[src/rtl/xadc_drp_scheduler.sv]
// XADC DRP access scheduler: arbitrates end-of-conversion channel scans against
// host DRP accesses, enforces a DRDY timeout and keeps the latest result per slot.
module xadc_drp_scheduler #(
   parameter int unsigned NUM_CH  = 4,
   parameter int unsigned TIMEOUT = 64
) (
   input  logic                   clk,
   input  logic                   reset,
   input  logic                   eoc_in,
   input  logic                   drdy_in,
   input  logic [15:0]            do_in,
   output logic                   den_out,
   output logic                   dwe_out,
   output logic [6:0]             daddr_out,
   output logic [15:0]            di_out,
   input  logic [7*NUM_CH-1:0]    ch_addr,
   input  logic [NUM_CH-1:0]      ch_enable,
   input  logic                   host_req,
   input  logic                   host_we,
   input  logic [6:0]             host_addr,
   input  logic [15:0]            host_wdata,
   output logic                   host_ack,
   output logic [15:0]            host_rdata,
   output logic                   host_err,
   output logic [16*NUM_CH-1:0]   sample_data,
   output logic [NUM_CH-1:0]      sample_valid,
   output logic                   sample_strobe,
   output logic [2:0]             sample_index,
   output logic                   timeout_err,
   output logic                   overrun_err,
   output logic                   busy
);

   localparam int unsigned CW = $clog2(TIMEOUT);
   localparam logic [CW-1:0] CNT_LAST = CW'(TIMEOUT - 2);

   typedef enum logic [2:0] {
      IDLE,
      SCAN_ISSUE,
      SCAN_WAIT,
      HOST_ISSUE,
      HOST_WAIT
   } state_t;

   state_t                state_q, state_d;
   logic [2:0]            ptr_q, ptr_d;
   logic [2:0]            slot_q, slot_d;
   logic                  scan_pending_q, scan_pending_d;
   logic [CW-1:0]         cnt_q, cnt_d;
   logic                  host_we_q, host_we_d;
   logic                  den_q, den_d;
   logic                  dwe_q, dwe_d;
   logic [6:0]            daddr_q, daddr_d;
   logic [15:0]           di_q, di_d;
   logic                  host_ack_q, host_ack_d;
   logic [15:0]           host_rdata_q, host_rdata_d;
   logic                  host_err_q, host_err_d;
   logic [16*NUM_CH-1:0]  sample_data_q, sample_data_d;
   logic [NUM_CH-1:0]     sample_valid_q, sample_valid_d;
   logic                  strobe_q, strobe_d;
   logic [2:0]            index_q, index_d;
   logic                  timeout_q, timeout_d;
   logic                  overrun_q, overrun_d;

   logic                  sel_found;
   logic [2:0]            sel_slot;
   logic [6:0]            sel_addr;

   // Round-robin search: first enabled slot at or after ptr, wrapping.
   always_comb begin
      int unsigned idx;
      logic [NUM_CH-1:0]   en_sh;
      logic [7*NUM_CH-1:0] addr_sh;
      idx       = 0;
      en_sh     = '0;
      addr_sh   = '0;
      sel_found = 1'b0;
      sel_slot  = '0;
      sel_addr  = '0;
      for (int unsigned i = 0; i < NUM_CH; i++) begin
         idx = 32'(ptr_q) + i;
         if (idx >= NUM_CH) idx = idx - NUM_CH;
         en_sh   = ch_enable >> idx;
         addr_sh = ch_addr >> (7 * idx);
         if (!sel_found && en_sh[0]) begin
            sel_found = 1'b1;
            sel_slot  = idx[2:0];
            sel_addr  = addr_sh[6:0];
         end
      end
   end

   always_comb begin
      state_d        = state_q;
      ptr_d          = ptr_q;
      slot_d         = slot_q;
      scan_pending_d = scan_pending_q | eoc_in;
      overrun_d      = overrun_q | (eoc_in & scan_pending_q);
      cnt_d          = cnt_q;
      host_we_d      = host_we_q;
      den_d          = 1'b0;
      dwe_d          = 1'b0;
      daddr_d        = daddr_q;
      di_d           = di_q;
      host_ack_d     = 1'b0;
      host_rdata_d   = host_rdata_q;
      host_err_d     = 1'b0;
      sample_data_d  = sample_data_q;
      sample_valid_d = sample_valid_q;
      strobe_d       = 1'b0;
      index_d        = index_q;
      timeout_d      = timeout_q;

      case (state_q)
         IDLE: begin
            // An eoc arriving in the decision cycle is served at once, so a
            // simultaneous host request waits behind it.
            if (scan_pending_q || eoc_in) begin
               scan_pending_d = 1'b0;
               if (sel_found) begin
                  state_d = SCAN_ISSUE;
                  den_d   = 1'b1;
                  daddr_d = sel_addr;
                  di_d    = '0;
                  slot_d  = sel_slot;
                  if (32'(sel_slot) + 1 >= NUM_CH) ptr_d = '0;
                  else                             ptr_d = sel_slot + 3'd1;
               end
            end else if (host_req && !host_ack_q) begin
               state_d   = HOST_ISSUE;
               den_d     = 1'b1;
               dwe_d     = host_we;
               daddr_d   = host_addr;
               di_d      = host_wdata;
               host_we_d = host_we;
            end
         end
         SCAN_ISSUE: begin
            state_d = SCAN_WAIT;
            cnt_d   = '0;
         end
         HOST_ISSUE: begin
            state_d = HOST_WAIT;
            cnt_d   = '0;
         end
         SCAN_WAIT, HOST_WAIT: begin
            if (drdy_in) begin
               state_d = IDLE;
               if (state_q == HOST_WAIT) begin
                  host_ack_d   = 1'b1;
                  host_rdata_d = host_we_q ? 16'h0000 : do_in;
               end else begin
                  strobe_d = 1'b1;
                  index_d  = slot_q;
                  for (int unsigned i = 0; i < NUM_CH; i++) begin
                     if (slot_q == 3'(i)) begin
                        sample_data_d[16*i +: 16] = do_in;
                        sample_valid_d[i]         = 1'b1;
                     end
                  end
               end
            // Abort on the cycle the count would reach TIMEOUT-1, so the
            // registered result lands TIMEOUT cycles after DEN.
            end else if (cnt_q == CNT_LAST) begin
               state_d   = IDLE;
               timeout_d = 1'b1;
               if (state_q == HOST_WAIT) begin
                  host_ack_d   = 1'b1;
                  host_err_d   = 1'b1;
                  host_rdata_d = 16'hFFFF;
               end
            end else begin
               cnt_d = cnt_q + 1'b1;
            end
         end
         default: state_d = IDLE;
      endcase
   end

   always_ff @(posedge clk) begin
      if (reset) begin
         state_q        <= IDLE;
         ptr_q          <= '0;
         slot_q         <= '0;
         scan_pending_q <= 1'b0;
         cnt_q          <= '0;
         host_we_q      <= 1'b0;
         den_q          <= 1'b0;
         dwe_q          <= 1'b0;
         daddr_q        <= '0;
         di_q           <= '0;
         host_ack_q     <= 1'b0;
         host_rdata_q   <= '0;
         host_err_q     <= 1'b0;
         sample_data_q  <= '0;
         sample_valid_q <= '0;
         strobe_q       <= 1'b0;
         index_q        <= '0;
         timeout_q      <= 1'b0;
         overrun_q      <= 1'b0;
      end else begin
         state_q        <= state_d;
         ptr_q          <= ptr_d;
         slot_q         <= slot_d;
         scan_pending_q <= scan_pending_d;
         cnt_q          <= cnt_d;
         host_we_q      <= host_we_d;
         den_q          <= den_d;
         dwe_q          <= dwe_d;
         daddr_q        <= daddr_d;
         di_q           <= di_d;
         host_ack_q     <= host_ack_d;
         host_rdata_q   <= host_rdata_d;
         host_err_q     <= host_err_d;
         sample_data_q  <= sample_data_d;
         sample_valid_q <= sample_valid_d;
         strobe_q       <= strobe_d;
         index_q        <= index_d;
         timeout_q      <= timeout_d;
         overrun_q      <= overrun_d;
      end
   end

   assign den_out       = den_q;
   assign dwe_out       = dwe_q;
   assign daddr_out     = daddr_q;
   assign di_out        = di_q;
   assign host_ack      = host_ack_q;
   assign host_rdata    = host_rdata_q;
   assign host_err      = host_err_q;
   assign sample_data   = sample_data_q;
   assign sample_valid  = sample_valid_q;
   assign sample_strobe = strobe_q;
   assign sample_index  = index_q;
   assign timeout_err   = timeout_q;
   assign overrun_err   = overrun_q;
   assign busy          = (state_q != IDLE);

endmodule

[config.mk]
export PLATFORM = sky130hd
export DESIGN_NAME = xadc_drp_scheduler
export DESIGN_NICKNAME = d
export VERILOG_FILES = /design/src/rtl/xadc_drp_scheduler.sv
export SDC_FILE = /design/constraint.sdc
export NUM_CORES = 1
export LEC_CHECK = 0
export BUFFER_PORTS_ARGS = -buffer_cell sky130_fd_sc_hd__buf_4
export CORE_MARGIN = 8
export CORE_UTILIZATION = 57
export CTS_CLUSTER_SIZE = 16
export DETAILED_ROUTE_END_ITERATION = 10
export PLACE_DENSITY = 0.82
export REMOVE_ABC_BUFFERS = 1
export SETUP_SLACK_MARGIN = 0.02
export SYNTH_ARGS = -nofsm -noshare
export SYNTH_HDL_FRONTEND = slang
export SYNTH_SLANG_ARGS = --single-unit
export TNS_END_PERCENT = 30
[constraint.sdc]
create_clock -name clk -period 7.2 [get_ports clk]
set_input_delay 1.44 -clock clk [delete_from_list [all_inputs] [get_ports clk]]
set_output_delay 1.44 -clock clk [all_outputs]
set_load 0.03 [all_outputs]
# Word-level counts from Yosys, hierarchy flattened
# Cells that the tools add are included.
[classes]
n_lt_le_gt_ge = 5
bitwise = 9
addsub = 10
eq_ne = 14
mux = 46
mul = 4
n_shift = 8
n_reduce_logical = 34
[ops]
columns = ["op", "count"]
rows = [
  ["3-bit by 32-bit multiplier with 32-bit output, first input constant", 4],
  ["16-bit 2-to-1 mux", 8],
  ["32-bit 2-to-1 mux", 4],
  ["28-bit by 32-bit right shift with 7-bit output", 4],
  ["4-bit by 32-bit right shift with 1-bit output", 4],
  ["7-bit 2-to-1 mux", 7],
  ["3-bit 2-to-1 mux", 10],
  ["3-bit AND reduction", 8],
  ["4-bit by 3-bit >= comparator with 1-bit output, second input constant", 4],
  ["4-bit AND reduction", 4],
  ["4-bit by 3-bit subtractor with 5-bit output, second input constant", 3],
  ["1-bit 2-to-1 mux", 13],
  ["3-bit by 2-bit == test with 1-bit output, second input constant", 4],
  ["6-bit 2-to-1 mux", 2],
  ["3-bit one-hot mux with 4 select lines", 1],
  ["6-bit one-hot mux with 2 select lines", 1],
  ["3-bit inequality test, second input constant", 3],
  ["3-bit by 1-bit adder with 4-bit output, second input constant", 2],
  ["3-bit by 2-bit adder with 4-bit output, second input constant", 2],
  ["2-bit OR reduction", 4],
  ["6-bit by 1-bit adder with 6-bit output, second input constant", 1],
  ["3-bit by 1-bit == test with 1-bit output, second input constant", 2],
  ["6-bit == test, second input constant", 1],
  ["3-bit logical NOT", 2],
  ["15 further kinds", 32],
]
[totals]
word_cells = 155
ff_bits = 134
in_bits = 77
out_inout_bits = 118

# Logic depth before layout (Yosys ltp)
[depth]
depth_word = 16
mapped_depth = 24
ltp_nobuf = 15

# Least setup slack after synthesis
# No wires, ideal clock.
[synth_path]
path_kind = "reg-to-reg"
startpoint = "register ptr_q[0]"
endpoint = "register daddr_q[6], in the netlist daddr_out[6]"
slack_ns = 1.950
period_less_slack_ns = 5.250
stages_incl_launch_ff = 24
arrival_time_ns = 5.129
setup_time_ns = 0.121
required_ns = 7.079
path_cell_list = "dfxtp_1 > buf_4 > inv_1 > buf_2 > clkbuf_1 > ha_1 > buf_6 > buf_8 > buf_8 > buf_6 > buf_2 > buf_4 > xor2_1 > xnor2_1 > ha_1 > fa_1 > buf_2 > mux4_2 > mux2_2 > o2bb2ai_1 > o211ai_1 > nand2_1 > nor4_1 > o21ai_1"
[synth_via]
elab_chain_cells = 15
word_cells_on_any_way = 45
classes_between = "7 x add/sub; 4 x mul; 4 x order compare; 1 x eq/ne; 8 x shift; 14 x mux; 7 x reduce/logical"
[synth_lines]
columns = ["item", "line_no", "source"]
rows = [
  ["from (decl)", "46", "logic [2:0] ptr_q, ptr_d;"],
  ["from (signal assigned)", "203", "ptr_q <= ptr_d;"],
  ["parallel branches: the longest is 15 deep, another holds 3-bit by 32-bit multiplier with 32-bit output", "-", ""],
  ["to (signal assigned)", "210", "daddr_q <= daddr_d;"],
  ["to (decl)", "53", "logic [6:0] daddr_q, daddr_d;"],
]
# Several ways; the timed one is not identified. The select of a mux whose other input is x is not followed.
# A chain may end at the register's enable or synchronous reset.

# Final worst setup path
[layout_path]
startpoint = "register ptr_q[1]"
endpoint = "register daddr_q[6], in the netlist daddr_out[6]"
# Same word-level chain as after synthesis.

==> impl_metrics.ini <==
[run_status]
run_status = completed

[clocking]
htreeDepth = 4
postCtsHoldBufs = 0
post-cts-setup-buffer-count = 0
clock_path_buffers = 2
cts_root_buf = sky130_fd_sc_hd__clkbuf_16
clk_pin_slew_ns = 0.06
cts_tree = yes
cts.repair.resized = 0
clock_insertion_delay_worst_skew_ns = 0.42
inserted_clock_buffers = 17
clock_sink_count = 134

[routing]
drt_pass1_iterations = 6
dr_total_vias = 10700
ant_nets = 0
finalWirelength_um = 38700
initialDrtViolationCount = 1122
route.detailed.wl_per_inst_um = 23.9
drc = 0
viasPerCell = 6.65

[global_route]
wire_length_of_the_first_global_routing_pass_um = 59900
grt.busiest_layer = met2
grtUsageMet2_pct = 51.6
maximum_number_of_pins_on_one_net_before_global_route_repair = 105
gr-total-overflow = 0
grt_util_all_layers_pct = 32.1
first_global_vias = 10200
antenna_violations_before_repair = 0
met1_usage_pct = 40.2
global_route.usage.met3_pct = 7.14

[yosys]
netlist_instances = 1266
synth_seq_cells = 134
synth_largest_area_cell = sky130_fd_sc_hd__dfxtp_1
netlist_top_cells_count = sky130_fd_sc_hd__nand2_1 (226), sky130_fd_sc_hd__dfxtp_1 (134), sky130_fd_sc_hd__a21oi_1 (101), sky130_fd_sc_hd__nor2_1 (85), sky130_fd_sc_hd__mux2i_1 (74)
number_of_flops_mapped_to_enable_cells_by_yosys = 0
postSynth.asyncResetShare_pct = 0
yosysMostFrequentCell = sky130_fd_sc_hd__nand2_1
synth_top_family_by_area = simple AND/OR/NAND/NOR gates
ys_top_cells_by_area = sky130_fd_sc_hd__dfxtp_1 (25%), sky130_fd_sc_hd__mux4_2 (12%), sky130_fd_sc_hd__nand2_1 (8.1%)
yosysWarnings = 0
synth_compound_area_share_pct = 20.1
postSynthAreaPerCell_um2 = 8.32
netlist.area_leader.share_pct = 25.5
synth_area_mm2 = 0.0105
synthXorXnorAreaFrac_pct = 1.39
post_synth_fa_ha_maj_area_fraction_pct = 3.73
synth-seq-area-share_pct = 25.5
ys_dominant_reg_cell = sky130_fd_sc_hd__dfxtp_1
synthMuxAreaShare_pct = 21.2
synth_simple_gate_area_share_pct = 21.4
ys_types = 86

[cells_and_area]
insertedDiodeCount = 0
nNetsFinal = 1481
area_added_between_synthesis_and_finish_pct = 17.7
layout-drive-gt1-share_pct = 24.9

[setup_path]
critical_path_peak_fanout = 34
critical_path_capture_point_type = flop
critPathLaunchType = flop
worst-endpoint-required_ns = 7.49
crit_arrival_ns = 5.68
worst_path_class_setup = reg2reg

[timing]
final_setup_skew_ns = 0.0128
finalSetupViolations = 0
slew_headroom_pct = 21.3
report.final.hold_viol_count = 0
timing_worst_slew_pin_value_ns = 1.15
unrepaired_setup_endpoints_after_global_routing = no
final_min_period_over_clock_period_pct = 74.8
report.final.slew_viol_count = 0
period_needed_ns = 5.38
final.setup.worst_slack_ns = 1.82
fmaxAchievable_ghz = 0.186

[die]
ioPinCount = 195
start_util_pct = 58.4
die_width_um = 152
rows = 49
fp.coreArea_mm2 = 0.0180
die_outline_height_um = 152
die_area_mm2 = 0.0231

[placed_design]
place.port_buffers = 194
hpwl_um = 27800
place_congestion = 1.01
dp_slack_ns = 1.88

[power]
cellLeakagePower_nw = 4.84
power_density_relative_to_cell_area_mw_per_mm2 = 542
total_power_after_layout_mw = 6.71
vdd_drop_max_mv = 0.443

[job]
drv_cap = 0

[min_path]
worst_hold_class = reg2reg
==> where the power goes <==
group | internal (mW) | switching (mW)
Combinational | 2.09 | 2.85
Clock | 0.530 | 0.351
Sequential | 0.793 | 0.101
Total | 3.41 | 3.31
==> metrics by stage <==
stage | instance area (um2) | cells | TNS [ns] | hold slack [ns] | utilization (%)
after floorplan | 9930 | 1149 | -106.12 | 0.459 | -
after global placement | 11800 | 1585 | 0 | 0.443 | 65.4
after detailed placement | 11800 | 1585 | 0 | 0.447 | 65.4
after CTS | 12400 | 1617 | 0 | 0.455 | 68.8
after global routing | 12400 | 1617 | 0 | 0.476 | 68.8
final | 12400 | 1617 | 0 | 0.453 | 68.8
==> path summary, 6_finish.rpt <==
path / from / end / slack, ns / cells after the start
setup / recovery: ptr_q[1] / daddr_out[6] / 1.82 / 13
hold / removal: sample_data[45] / sample_data[45] / 0.45 / 2
setup reg to reg: ptr_q[1] / daddr_out[6] / 1.82 / 13
hold reg to reg: sample_data[45] / sample_data[45] / 0.45 / 2
==> sequential cells by signal, indices dropped and copies added, names as in the netlist <==
register	flops
sample_data	64
di_out	16
host_rdata	16
daddr_out	7
cnt_q	6
sample_valid	4
ptr_q	3
sample_index	3
slot_q	3
state_q	3
den_out	1
dwe_out	1
host_ack	1
host_err	1
host_we_q	1
overrun_err	1
sample_strobe	1
scan_pending_q	1
timeout_err	1
==> cells by family (layout without fill, tap and decap cells) <==
| logic type | after synthesis | in the layout |
|---|---|---|
| AND/OR/NAND/NOR | 476 | 476 |
| adder cells (fa/ha/maj) | 29 | 29 |
| XOR/XNOR | 15 | 15 |
| flip-flops | 134 | 134 |
| buffers and inverters | 144 | 266 |
| multiplexers | 151 | 151 |
| AO/OA/AOI/OAI | 317 | 317 |
==> area by class of cell <==
| class | instances | area, um2 |
|---|---|---|
| fillers | 1464 | 5630 |
| clock inverters | 14 | 166 |
| multi-input cells | 988 | 7160 |
| well taps | 229 | 287 |
| clock buffers | 18 | 439 |
| flip-flops and latches | 134 | 2690 |
| repair buffers | 207 | 1550 |
| inverters | 27 | 104 |
==> worst max-delay path: stages (launching register included) <==
cell	delay, ns
sky130_fd_sc_hd__dfxtp_1	0.83
sky130_fd_sc_hd__inv_1	0.33
sky130_fd_sc_hd__ha_4	0.72
sky130_fd_sc_hd__inv_4	0.28
sky130_fd_sc_hd__ha_1	0.41
sky130_fd_sc_hd__fa_1	0.89
sky130_fd_sc_hd__buf_4	0.34
sky130_fd_sc_hd__mux4_2	0.32
sky130_fd_sc_hd__mux2_2	0.29
sky130_fd_sc_hd__o2bb2ai_1	0.13
sky130_fd_sc_hd__o211ai_1	0.18
sky130_fd_sc_hd__nand2_1	0.08
sky130_fd_sc_hd__nor4_1	0.36
sky130_fd_sc_hd__o21ai_1	0.09
==> placed cells by master (no fill, tap or decap), types with 17 or more instances in the layout <==
master	count
sky130_fd_sc_hd__a21oi_1	101
sky130_fd_sc_hd__nor3_1	19
sky130_fd_sc_hd__o21ai_0	42
sky130_fd_sc_hd__dfxtp_1	133
sky130_fd_sc_hd__a22o_1	20
sky130_fd_sc_hd__clkbuf_16	17
sky130_fd_sc_hd__nand2_1	226
sky130_fd_sc_hd__mux4_2	55
sky130_fd_sc_hd__mux2_2	22
sky130_fd_sc_hd__nor2_1	85
sky130_fd_sc_hd__buf_4	207
sky130_fd_sc_hd__inv_1	24
sky130_fd_sc_hd__a211oi_1	27
sky130_fd_sc_hd__ha_1	24
sky130_fd_sc_hd__nand2b_1	50
sky130_fd_sc_hd__mux2i_1	74
sky130_fd_sc_hd__nand3_1	17
==> routing by layer <==
metal | vias up | wire length, um
li1 | 4829 | -
met2 | 718 | 18000
met4 | 0 | 1840
met5 | - | 0
met1 | 5073 | 15000
met3 | 129 | 3880
No activity file was read; power rests on OpenSTA's default activity.
